`src/rtl/ts_rcv.sv`:
```
// Training-sequence receiver: pops TS1/TS2 ordered sets, checks framing, counts
// consecutive identical expected-type TS and reports the fields of the last valid one.
module ts_rcv #(
    parameter int RCV_THRESH = 8,
    parameter int CNT_W      = 5
) (
    input  logic             clk,
    input  logic             rst,
    input  logic             speed,
    input  logic             exp_ts2,
    input  logic             ts_clr,
    input  logic [127:0]     ts,
    input  logic             ts_valid,
    output logic             ts_ready,
    output logic             rcv_enough,
    output logic [CNT_W-1:0] rcv_cnt,
    output logic             ts_err,
    output logic             rcvd_ts2,
    output logic [7:0]       rcvd_link,
    output logic [7:0]       rcvd_lane,
    output logic [7:0]       rcvd_nfts,
    output logic [7:0]       rcvd_rate,
    output logic [7:0]       rcvd_ctrl
);

    localparam logic [7:0] SYM_COM = 8'hBC;
    localparam logic [7:0] STP_TS1 = 8'h1E;
    localparam logic [7:0] STP_TS2 = 8'h2D;
    localparam logic [7:0] ID_TS1  = 8'h4A;
    localparam logic [7:0] ID_TS2  = 8'h45;

    localparam logic [CNT_W-1:0] THRESH_C = CNT_W'(RCV_THRESH);
    localparam logic [CNT_W-1:0] CNT_MAX  = '1;
    localparam logic [CNT_W-1:0] CNT_ONE  = CNT_W'(1);

    // ---------------------------------------------------------------- stage 1
    logic         w_pop;
    logic         w_id_ts1;
    logic         w_id_ts2;
    logic         w_ok;
    logic         w_is_ts2;

    logic         r_s1_vld;
    logic         r_s1_ok;
    logic         r_s1_ts2;
    logic [119:0] r_s1_body;

    // The receiver never back-pressures; it is ready whenever out of reset.
    assign ts_ready = rst;
    assign w_pop    = ts_valid & ts_ready;

    assign w_id_ts1 = (ts[127:48] == {10{ID_TS1}});
    assign w_id_ts2 = (ts[127:48] == {10{ID_TS2}});

    // NOTE: every always_comb output gets a default first, so no path can infer a latch.
    always_comb begin
        w_ok     = 1'b0;
        w_is_ts2 = w_id_ts2;
        if (speed) begin
            // Gen3: the sync-header symbol names the type and must agree with the identifiers.
            w_is_ts2 = (ts[7:0] == STP_TS2);
            w_ok     = ((ts[7:0] == STP_TS1) && w_id_ts1) ||
                       ((ts[7:0] == STP_TS2) && w_id_ts2);
        end else begin
            w_ok     = (ts[7:0] == SYM_COM) && (w_id_ts1 || w_id_ts2);
        end
    end

    // NOTE: sequential state is written only with non-blocking assignments.
    always_ff @(posedge clk or negedge rst) begin
        if (!rst) begin
            r_s1_vld  <= 1'b0;
            r_s1_ok   <= 1'b0;
            r_s1_ts2  <= 1'b0;
            r_s1_body <= '0;
        end else begin
            r_s1_vld <= w_pop;
            if (w_pop) begin
                r_s1_ok   <= w_ok;
                r_s1_ts2  <= w_is_ts2;
                r_s1_body <= ts[127:8];
            end
        end
    end

    // ---------------------------------------------------------------- stage 2
    logic             r_prev_vld;
    logic [119:0]     r_prev_body;
    logic [CNT_W-1:0] r_cnt;
    logic             r_enough;
    logic             r_err;
    logic             r_ts2;
    logic [39:0]      r_fields;

    logic             w_prev_vld;
    logic [119:0]     w_prev_body;
    logic [CNT_W-1:0] w_cnt;
    logic             w_enough;
    logic             w_err;
    logic             w_ts2;
    logic [39:0]      w_fields;
    logic             w_same;

    assign w_same = r_prev_vld && (r_s1_body == r_prev_body);

    always_comb begin
        w_prev_vld  = r_prev_vld;
        w_prev_body = r_prev_body;
        w_cnt       = r_cnt;
        w_err       = 1'b0;
        w_ts2       = r_ts2;
        w_fields    = r_fields;

        if (ts_clr) begin
            w_cnt      = '0;
            w_prev_vld = 1'b0;
        end

        if (r_s1_vld) begin
            if (!r_s1_ok) begin
                w_err      = 1'b1;
                w_cnt      = '0;
                w_prev_vld = 1'b0;
            end else begin
                w_ts2    = r_s1_ts2;
                w_fields = r_s1_body[39:0];
                if (r_s1_ts2 != exp_ts2) begin
                    w_cnt      = '0;
                    w_prev_vld = 1'b0;
                end else begin
                    // A coincident clear makes this TS the first of a new run.
                    if (w_same && !ts_clr)
                        w_cnt = (r_cnt == CNT_MAX) ? CNT_MAX : r_cnt + CNT_ONE;
                    else
                        w_cnt = CNT_ONE;
                    w_prev_body = r_s1_body;
                    w_prev_vld  = 1'b1;
                end
            end
        end

        w_enough = !ts_clr && (w_cnt >= THRESH_C);
    end

    always_ff @(posedge clk or negedge rst) begin
        if (!rst) begin
            r_prev_vld  <= 1'b0;
            r_prev_body <= '0;
            r_cnt       <= '0;
            r_enough    <= 1'b0;
            r_err       <= 1'b0;
            r_ts2       <= 1'b0;
            r_fields    <= '0;
        end else begin
            r_prev_vld  <= w_prev_vld;
            r_prev_body <= w_prev_body;
            r_cnt       <= w_cnt;
            r_enough    <= w_enough;
            r_err       <= w_err;
            r_ts2       <= w_ts2;
            r_fields    <= w_fields;
        end
    end

    assign rcv_cnt    = r_cnt;
    assign rcv_enough = r_enough;
    assign ts_err     = r_err;
    assign rcvd_ts2   = r_ts2;
    assign rcvd_link  = r_fields[7:0];
    assign rcvd_lane  = r_fields[15:8];
    assign rcvd_nfts  = r_fields[23:16];
    assign rcvd_rate  = r_fields[31:24];
    assign rcvd_ctrl  = r_fields[39:32];

endmodule

```
`config.mk`:
```
export PLATFORM = sky130hd
export DESIGN_NAME = ts_rcv
export DESIGN_NICKNAME = d
export VERILOG_FILES = /design/src/rtl/ts_rcv.sv
export SDC_FILE = /design/constraint.sdc
export NUM_CORES = 1
export LEC_CHECK = 0
export ABC_CLOCK_PERIOD_IN_PS = 2100
export CAP_MARGIN = 20
export CORE_ASPECT_RATIO = 1.1
export CORE_MARGIN = 1
export CORE_UTILIZATION = 45
export CTS_CLUSTER_SIZE = 28
export DETAILED_ROUTE_END_ITERATION = 8
export GPL_TIMING_DRIVEN = 0
export HOLD_SLACK_MARGIN = 0.12
export PLACE_DENSITY_LB_ADDON = 0.12
export SLEW_MARGIN = 20
export SYNTH_ARGS = -nofsm -noshare
export SYNTH_HDL_FRONTEND = slang
export SYNTH_SLANG_ARGS = --single-unit
```
`constraint.sdc`:
```
create_clock -name clk -period 2.1 [get_ports clk]
set_input_delay 0.315 -clock clk [delete_from_list [all_inputs] [get_ports clk]]
set_output_delay 0.315 -clock clk [all_outputs]
set_load 0.01 [all_outputs]
```
==> impl_metrics.toml <==
[floorplan]
pin_count = 183
rows = 64
die_w_um = 162
die_area_um2 = 29000
dieHeight_um = 179
start_util = 0.457
core_um2 = 27900

[timing]
finalSetupViolCount = 6
worst_pin_slew_ps = 826
drv_slew = 0
skew_ps = 12.3
fmax_ghz = 0.429
grt_setup_unrepaired = "yes"
period_minus_slack_ps = 2330
fin_crit_sh = 1.11
finalHoldViolations = 79
holdWs_ps = -307
max-slew-margin-rel = 0.449
setup_slack_ps = -232

[layout]
multi_input_area_um2 = 5330
regArea_um2 = 7310
final_cell_mix = "dfrtp_1 (290), mux2_2 (238), clkdlybuf4s50_1 (180)"
layout_commonest_cell = "dfrtp_1"
nets = 1337
layout.cells.non_filler = 1589
drive_gt1_frac = 0.283
area_growth_pct = 28.9
nFillCells = 2363

[drt]
viasPerCell = 5.34
antenna_left = 0
drc = 0
drt-total-wl_um = 35000
dr.first_iter.drc_count = 473
first_pass_iters = 5
vias = 8481
wire_per_inst_um = 22.0

[logic_synthesis]
synth_top_area_share = 0.573
synth.avg_cell_area_um2 = 13.1
synth-edff-count = 0
yosys_warnings = 0
syn-num-nets = 1111
synth_cell_types = 40
syn_inst = 976
syn-cell-area_um2 = 12700
synth.area.top_cells = "dfrtp_1 (57%), mux2_2 (21%), xnor2_1 (5.2%)"
yosys_register_bits = 292
synth_top_area_cell = "dfrtp_1"
synthFlopType = "dfrtp_1"
async_flop_share = 1.00
yosysSeqAreaShare = 0.573

[clock_tree]
hold_buffers = 1
clock_latency_ps = 560
clock_sinks = 292
clk_pin_slew_ps = 60
htreeDepth = 1
cts_max_path_buffers = 3
tritoncts = "done"
cts_made_buffers = 30
clockRootBuffer = "clkbuf_16"

[global_route]
grtUsageMet1 = 0.330
grtUsageMet3 = 0.0284
grt_max_degree = 84
antenna_found_initial = 1
grt-busiest-layer = "met2"
grt_pass1_vias = 8561
grt_pass1_wl_um = 52100
track_usage = 0.245
grt-ovfl-total = 0
met2_usage = 0.419

[power_and_ir_drop]
p_seq_frac = 0.486
power_per_cell_area_nw_per_um2 = 795
netSwitchingFraction = 0.245
p_sw_uw = 3190
power_uw = 13100
max-vdd-ir-drop_v = 0.000535
power_leakage_uw = 0.00722
intPower_uw = 9870
clkPwrFrac = 0.403
pwr-share-comb = 0.112

[status]
violations = "negative hold slack, negative setup slack"
status = "complete, but fails checks"

[placed_design]
hpwl_um = 25600
io_buffers = 182
place.gp.congestion = 0.927
placed_cells = 1524

[critical_path]
start_kind = "register"
end_kind = "register"
worstPathMaxFanout = 5
arrival_ps = 2820
crit_required_ps = 2590
r2r_slack_ps = -230
path_class = "reg2reg"

[job]
drv_cap = 0

[hold_path]
min_path_type = "in2async"
-- worst paths after layout --
kind	cells after the start	to	from
max in group asynchronous	3	r_s1_body[36]$_DFFE_PN0P_	rst
min	1	rcv_enough$_DFF_PN0_	rst
max reg2reg	9	rcv_cnt[3]$_DFF_PN0_	r_prev_body[111]$_DFFE_PN0P_
min in group clk	3	r_s1_body[85]$_DFFE_PN0P_	ts[93]
min reg2reg	2	r_fields[9]$_DFFE_PN0P_	r_fields[9]$_DFFE_PN0P_
max	9	rcv_cnt[3]$_DFF_PN0_	r_prev_body[111]$_DFFE_PN0P_
-- metrics by stage --
stage                util  setup WS, ps  hold WS [ps]   TNS, ps  area, µm²
global placement    0.539        -12590           461  -5160060      15000
global route        0.590          -284          -285     -1370      16400
CTS                 0.586          -223          -298      -909      16300
detailed placement  0.542         -1420           364   -196290      15100
floorplan               -          5.51          19.4         0      12700
finish              0.590          -232          -307     -1050      16400
-- registers in the layout, summed over array words and instances, names as in the netlist --
name / count
rcvd_ts2: 1
r_prev_body: 120
r_prev_vld: 1
rcv_cnt: 5
ts_err: 1
rcv_enough: 1
r_s1_body: 120
r_s1_ok: 1
r_s1_vld: 1
r_s1_ts2: 1
r_fields: 40
-- cells by family after synthesis --
kind of cell | after synthesis | share of synthesized area
AOI/OAI and AO/OA | 87 | 0.0443
xor gates and xnor gates | 80 | 0.0550
adders and majority gates | 1 | 0.000982
buffers and inverters | 76 | 0.0228
DFF | 292 | 0.573
muxes | 238 | 0.210
and+or+nand+nor | 202 | 0.0934
-- worst max-delay path, cell delays in order, from the launching register on --
cell and delay [ps]:
dfrtp_1 400, xnor2_2 240, nand4_1 290, nor4_4 350, nand4_1 230, nor4_4 340
buf_6 160, buf_4 110, nand3_2 70, nand3_2 60
-- per-layer routing --
layer / share of wire / vias to the layer above
met3: 0.043 / 47
met1: 0.43 / 4322
li1: - / 3903
met5: 0 / -
met4: 0.022 / 0
met2: 0.51 / 209
-- layout make-up --
type | count | share of cell area
Multi-Input combinational cell | 608 | 0.324
Buffer | 36 | 0.0115
Clock inverter | 6 | 0.00518
Timing Repair Buffer | 194 | 0.123
Inverter | 40 | 0.00914
Sequential cell | 292 | 0.445
Clock buffer | 48 | 0.0535
Antenna cell | 2 | 0.000305
Tap cell | 363 | 0.0276
-- repair_timing --
item                                   CTS  global route
pin swaps                               14            17
endpoints found under the hold margin  121            79
cloned                                   1             0
buffers inserted                         6             1
gates resized for setup                 45            26
setup endpoints to repair              256           129
-- synthesized netlist by cell type, drive strengths merged, types with 2 or more instances --
cell	number
a2111o	7
a21oi	4
a22o	2
and2b	4
buf	3
clkbuf	33
dfrtp	292
inv	39
mux2	238
nand2	63
nand2b	19
nand3	4
nand4	30
nor2	12
nor2b	21
nor3	6
nor4	15
nor4b	9
nor4bb	18
o2111ai	6
o21ai	49
o22ai	13
xnor2	75
xor2	5
-- power by group through the flow --
stage	Clock (µW)	Sequential, µW	Combinational [µW]
2_1_floorplan	0	6320	732
3_3_place_gp	0	6430	1360
3_5_place_dp	0	6440	1400
4_1_cts	5360	6340	1460
5_1_grt	5590	6400	1580
6_report	5260	6340	1460
Power figures use the tool's default switching activity.
==> variant 1 (same flow settings) <==
The parameter `CNT_W` goes from 5 to 10.
--- a/src/rtl/ts_rcv.sv
+++ b/src/rtl/ts_rcv.sv
@@ -2,7 +2,7 @@
 // consecutive identical expected-type TS and reports the fields of the last valid one.
 module ts_rcv #(
     parameter int RCV_THRESH = 8,
-    parameter int CNT_W      = 5
+    parameter int CNT_W      = 10
 ) (
     input  logic             clk,
     input  logic             rst,
Ports: changed (resized rcv_cnt); port bits go from 183 to 188. No check against the original RTL was run, so the function may have changed too.
==> variant 1 against the original RTL <==
  * Via count grew 8.4%
  * Synthesized area rose by 5.1%
  * Cell area rose by 5.2%
  * Worst setup slack got worse by 0.14 ns
  * Die area is 5.0% higher
  * Power rose by 6.0%
  * The flow finishes with violations (DRC, hold timing, setup timing)
  * Wire length is 6.4% higher
  * Critical path depth stayed put
  * Clock power grew 11%
  * Sequential cell count grew 5
  * Sequential power increased by 2%
==> variant 1: results (changes against the original RTL) <==
status=finished, violations left; failing checks=DRC, hold timing, setup timing; first-pass GRT wire length=56.58 mm (+8.7%); Post-Layout Cell Count=1670 (+5.1%); maximum VDD drop=0.5250 mV (-1.8%); Fillers=2381 (+0.76%); P_comb=1540 uW (+5%); Final setup viols=11 (+5); setup TNS=-3.555 ns (-2.503 ns); clk pwr=5840 uW (+11%); vias in the first global route=9288 (+8.5%); Slowest-stage cell, CP=or4_1; slew of the pin with the lowest slew margin=0.8499 ns (+0.02375 ns); layout net count=1413 (+5.7%); Seq/Total Area, Yosys=0.5548 (-0.01851); largest net degree at the start of global routing=86 (+2.4%); CTS Buf Count=34 (+13%); Sw Ratio=0.2473 (+0.002774); synth cell count leaders=dfrtp_1 (297), mux2_2 (251), nand2_1 (56); DR pass1 iterations=7 (+2); Port Buffers=187 (+2.7%); Post-DP Area=15820 um^2 (+4.7%); Synth area leaders=dfrtp_1 (55%), mux2_2 (21%), xor2_1 (3.4%), nand2b_1 (2.1%), xnor2_1 (1.9%); Min Hold Slack=-0.2931 ns (+0.01373 ns); Fin. Hold Viols=76 (-3.8%); pre-CTS setup slack=-1.621 ns (-0.1984 ns); drt wl/cell=22.27 um (+1.2%); Pleak=0.007740 uW (+7.2%); Critical R2R Launch=r_s1_body[117]; gpl congestion=0.9414 (+1.5%); Fin Clk Skew=0.02118 ns (+0.008912 ns); worst setup margin=-0.3719 ns (-0.1401 ns); Mapped Cells=1042 (+6.8%); Critical Path AT=2.90 ns (+0.08 ns); CTS H-tree depth=2 (+1); synthesized net count=1177 (+5.9%); drt drc=8 (+8); Via Count=9194 (+8.4%); worst skew pair latency=0.51 ns (-0.05 ns); DR iter-0 viols=610 (+29%); ratio of cells with drive above 1 in the final layout=0.2790 (-0.004481); # placed instances=1600 (+5.0%)
## variant 1: cells by family (layout without fill, tap and decap cells)
kind of cell / after synthesis / in the layout / synth area share
AOI/OAI and AO/OA: 82 / 82 / 0.03914
adders and majority gates: 1 / 1 / 0.0009339
DFF: 297 / 297 / 0.5548
and+or+nand+nor: 266 / 266 / 0.1216
other: 0 / 1 / 0
xor gates and xnor gates: 81 / 81 / 0.05296
buffers and inverters: 64 / 323 / 0.01952
muxes: 251 / 251 / 0.2110
## variant 1: worst max-delay path by stage
stage,start,end,slack (ns),depth (start not counted)
3_3_place_gp,rst,r_s1_body[40],-14.23,6
4_1_cts,r_s1_body[81],rcv_cnt[5],-0.36,8
3_5_place_dp,rst,r_s1_body[42],-1.62,7
2_1_floorplan,rcv_cnt[5],rcv_enough,0.03,8
6_report,r_s1_body[117],rcv_cnt[6],-0.37,9
5_1_grt,r_s1_body[81],rcv_cnt[6],-0.43,9
## variant 1: final cells by class
| type | count | area [um^2] | share of cell area |
|---|---|---|---|
| inverters | 28 | 105.1 | 0.006077 |
| diodes | 1 | 2.502 | 0.0001447 |
| flip-flops and latches | 297 | 7435 | 0.4299 |
| clock buffers | 52 | 999.7 | 0.05780 |
| clock inverters | 7 | 111.4 | 0.006439 |
| repair buffers | 200 | 2117 | 0.1224 |
| multi-input cells | 681 | 5864 | 0.3391 |
| plain buffers | 36 | 200.2 | 0.01157 |
| well taps | 368 | 460.4 | 0.02662 |
## variant 1: layer usage
metal	GRT usage	part of all wire
met5	0	0
met3	0.04035	0.043
met2	0.4232	0.49
met1	0.3365	0.45
met4	0.06222	0.018
## variant 1: what timing repair did
action                                  CTS  global route
pin swaps                                 7             2
hold endpoints to repair                118            76
gates resized for setup                  47            22
buffers inserted                          2             2
gates cloned                              1             1
endpoints found under the setup margin  254           111
==> variant 2 (same flow settings) <==
Without the edit above. Reset style: synchronous (`rst`), changed in 2 clocked blocks.
--- a/src/rtl/ts_rcv.sv
+++ b/src/rtl/ts_rcv.sv
@@ -67,7 +67,7 @@
     end
 
     // NOTE: sequential state is written only with non-blocking assignments.
-    always_ff @(posedge clk or negedge rst) begin
+    always_ff @(posedge clk) begin
         if (!rst) begin
             r_s1_vld  <= 1'b0;
             r_s1_ok   <= 1'b0;
@@ -142,7 +142,7 @@
         w_enough = !ts_clr && (w_cnt >= THRESH_C);
     end
 
-    always_ff @(posedge clk or negedge rst) begin
+    always_ff @(posedge clk) begin
         if (!rst) begin
             r_prev_vld  <= 1'b0;
             r_prev_body <= '0;
Behaviour: differs if rst is asserted again (counterexample within 4 cycles, from zero or initial values and one cycle with rst low); with rst held inactive, the same outputs for 4 cycles.
==> variant 2 against the original RTL <==
  * The flow finishes with violations (setup timing)
  * Non-clock buffer count is 38 higher
  * Worst setup slack better by 0.053 ns
  * Synthesized cell count is 45% higher
  * Global-route usage is 2.5 points higher
  * Power is 3.6% lower
  * Sequential cell count stayed put
  * Wire length is 11% higher
  * Critical path depth stayed put
  * Clock skew is 0.0035 ns higher
  * Cell area is 0.32% higher
  * Final cell count is 27% higher
  * Synthesized area is 0.36% higher
  * Largest cell class is now multi-input gates
  * Largest power group unchanged
  * Highest routed layer unchanged
==> variant 2: results (changes against the original RTL) <==
first-pass GRT wire length=59.18 mm (+14%); Post-Layout Cell Count=2016 (+27%); number of antenna violations at the first check in global routing=0 (-1); status=finished, violations left; Critical Path AT=2.72 ns (-0.10 ns); top_reg_cell synth=dfxtp_1; Post-DP Area=15060 um^2 (-0.34%); post-DP HPWL=29.91 mm (+17%); Fin Clk Skew=0.01574 ns (+0.003469 ns); P_comb=1220 uW (-16%); Final setup viols=6 (unchanged); maximum VDD drop=0.4908 mV (-8.2%); setup TNS=-0.8329 ns (+0.2196 ns); async set-or-reset flop fraction in the synthesized netlist=0 (-1.000); Pleak=0.005835 uW (-19%); sequential power=5900 uW (-6.9%); largest net degree at the start of global routing=15 (-82%); Mapped Cells=1417 (+45%); layout net count=1768 (+32%); pre-CTS setup slack=-1.181 ns (+0.2407 ns); n_diodes=0 (-2); gr usage total=0.2700 (+0.02465); Synth Area in Compound Gates=0.1226 (+0.07829); Min Hold Slack=0.3750 ns (+0.6819 ns); failing checks=setup timing; synth cell count leaders=nand2_1 (339), dfxtp_1 (292), a21boi_0 (161); Synth Area in XOR/XNOR=0.05615 (+0.001170); post-synthesis adder-cell area fraction=0.0009782 (-0.000003553); crit path max fanout=7 (+2); vias in the first global route=10.06k (+18%); slew of the pin with the lowest slew margin=0.8158 ns (-0.01032 ns); worst setup margin=-0.1791 ns (+0.05272 ns); ratio of cells with drive above 1 in the final layout=0.07925 (-0.2042); DRT Wirelength=38.96 mm (+11%)
[variant 2: cell count changes in the layout (fill, tap and decap cells not counted), sizes merged, moves of 5 or more]
cell    delta
mux2i    +120
nor3       +5
dfxtp    +292
clkbuf    +28
inv       -11
buf        +7
nand2    +276
o21ai     -45
xnor2      -6
mux2     -238
xor2       +8
nor2b    +122
dfrtp    -292
a21boi   +162
[variant 2: layout make-up]
cell class                 count  area [um^2]
clock buffer                  44        884.6
fill                        2520        11380
sequential                   292         5877
buffer                        82        342.8
multi-input combinational   1013         6854
tap                          363        454.2
inverter                      28        105.1
clock inverter                 8        115.1
timing repair buffer         186         1853
[variant 2: routing by layer]
layer	routed length, um	track usage
met5	0	0
met4	1337	0.09735
met3	1970	0.02984
met2	18280	0.4557
met1	17370	0.3554
[variant 2: timing repair]
| item | CTS | global route |
|---|---|---|
| pin swaps | 18 | 15 |
| gates resized for setup | 51 | 46 |
| buffers inserted | 3 | 3 |
| setup endpoints to repair | 202 | 98 |
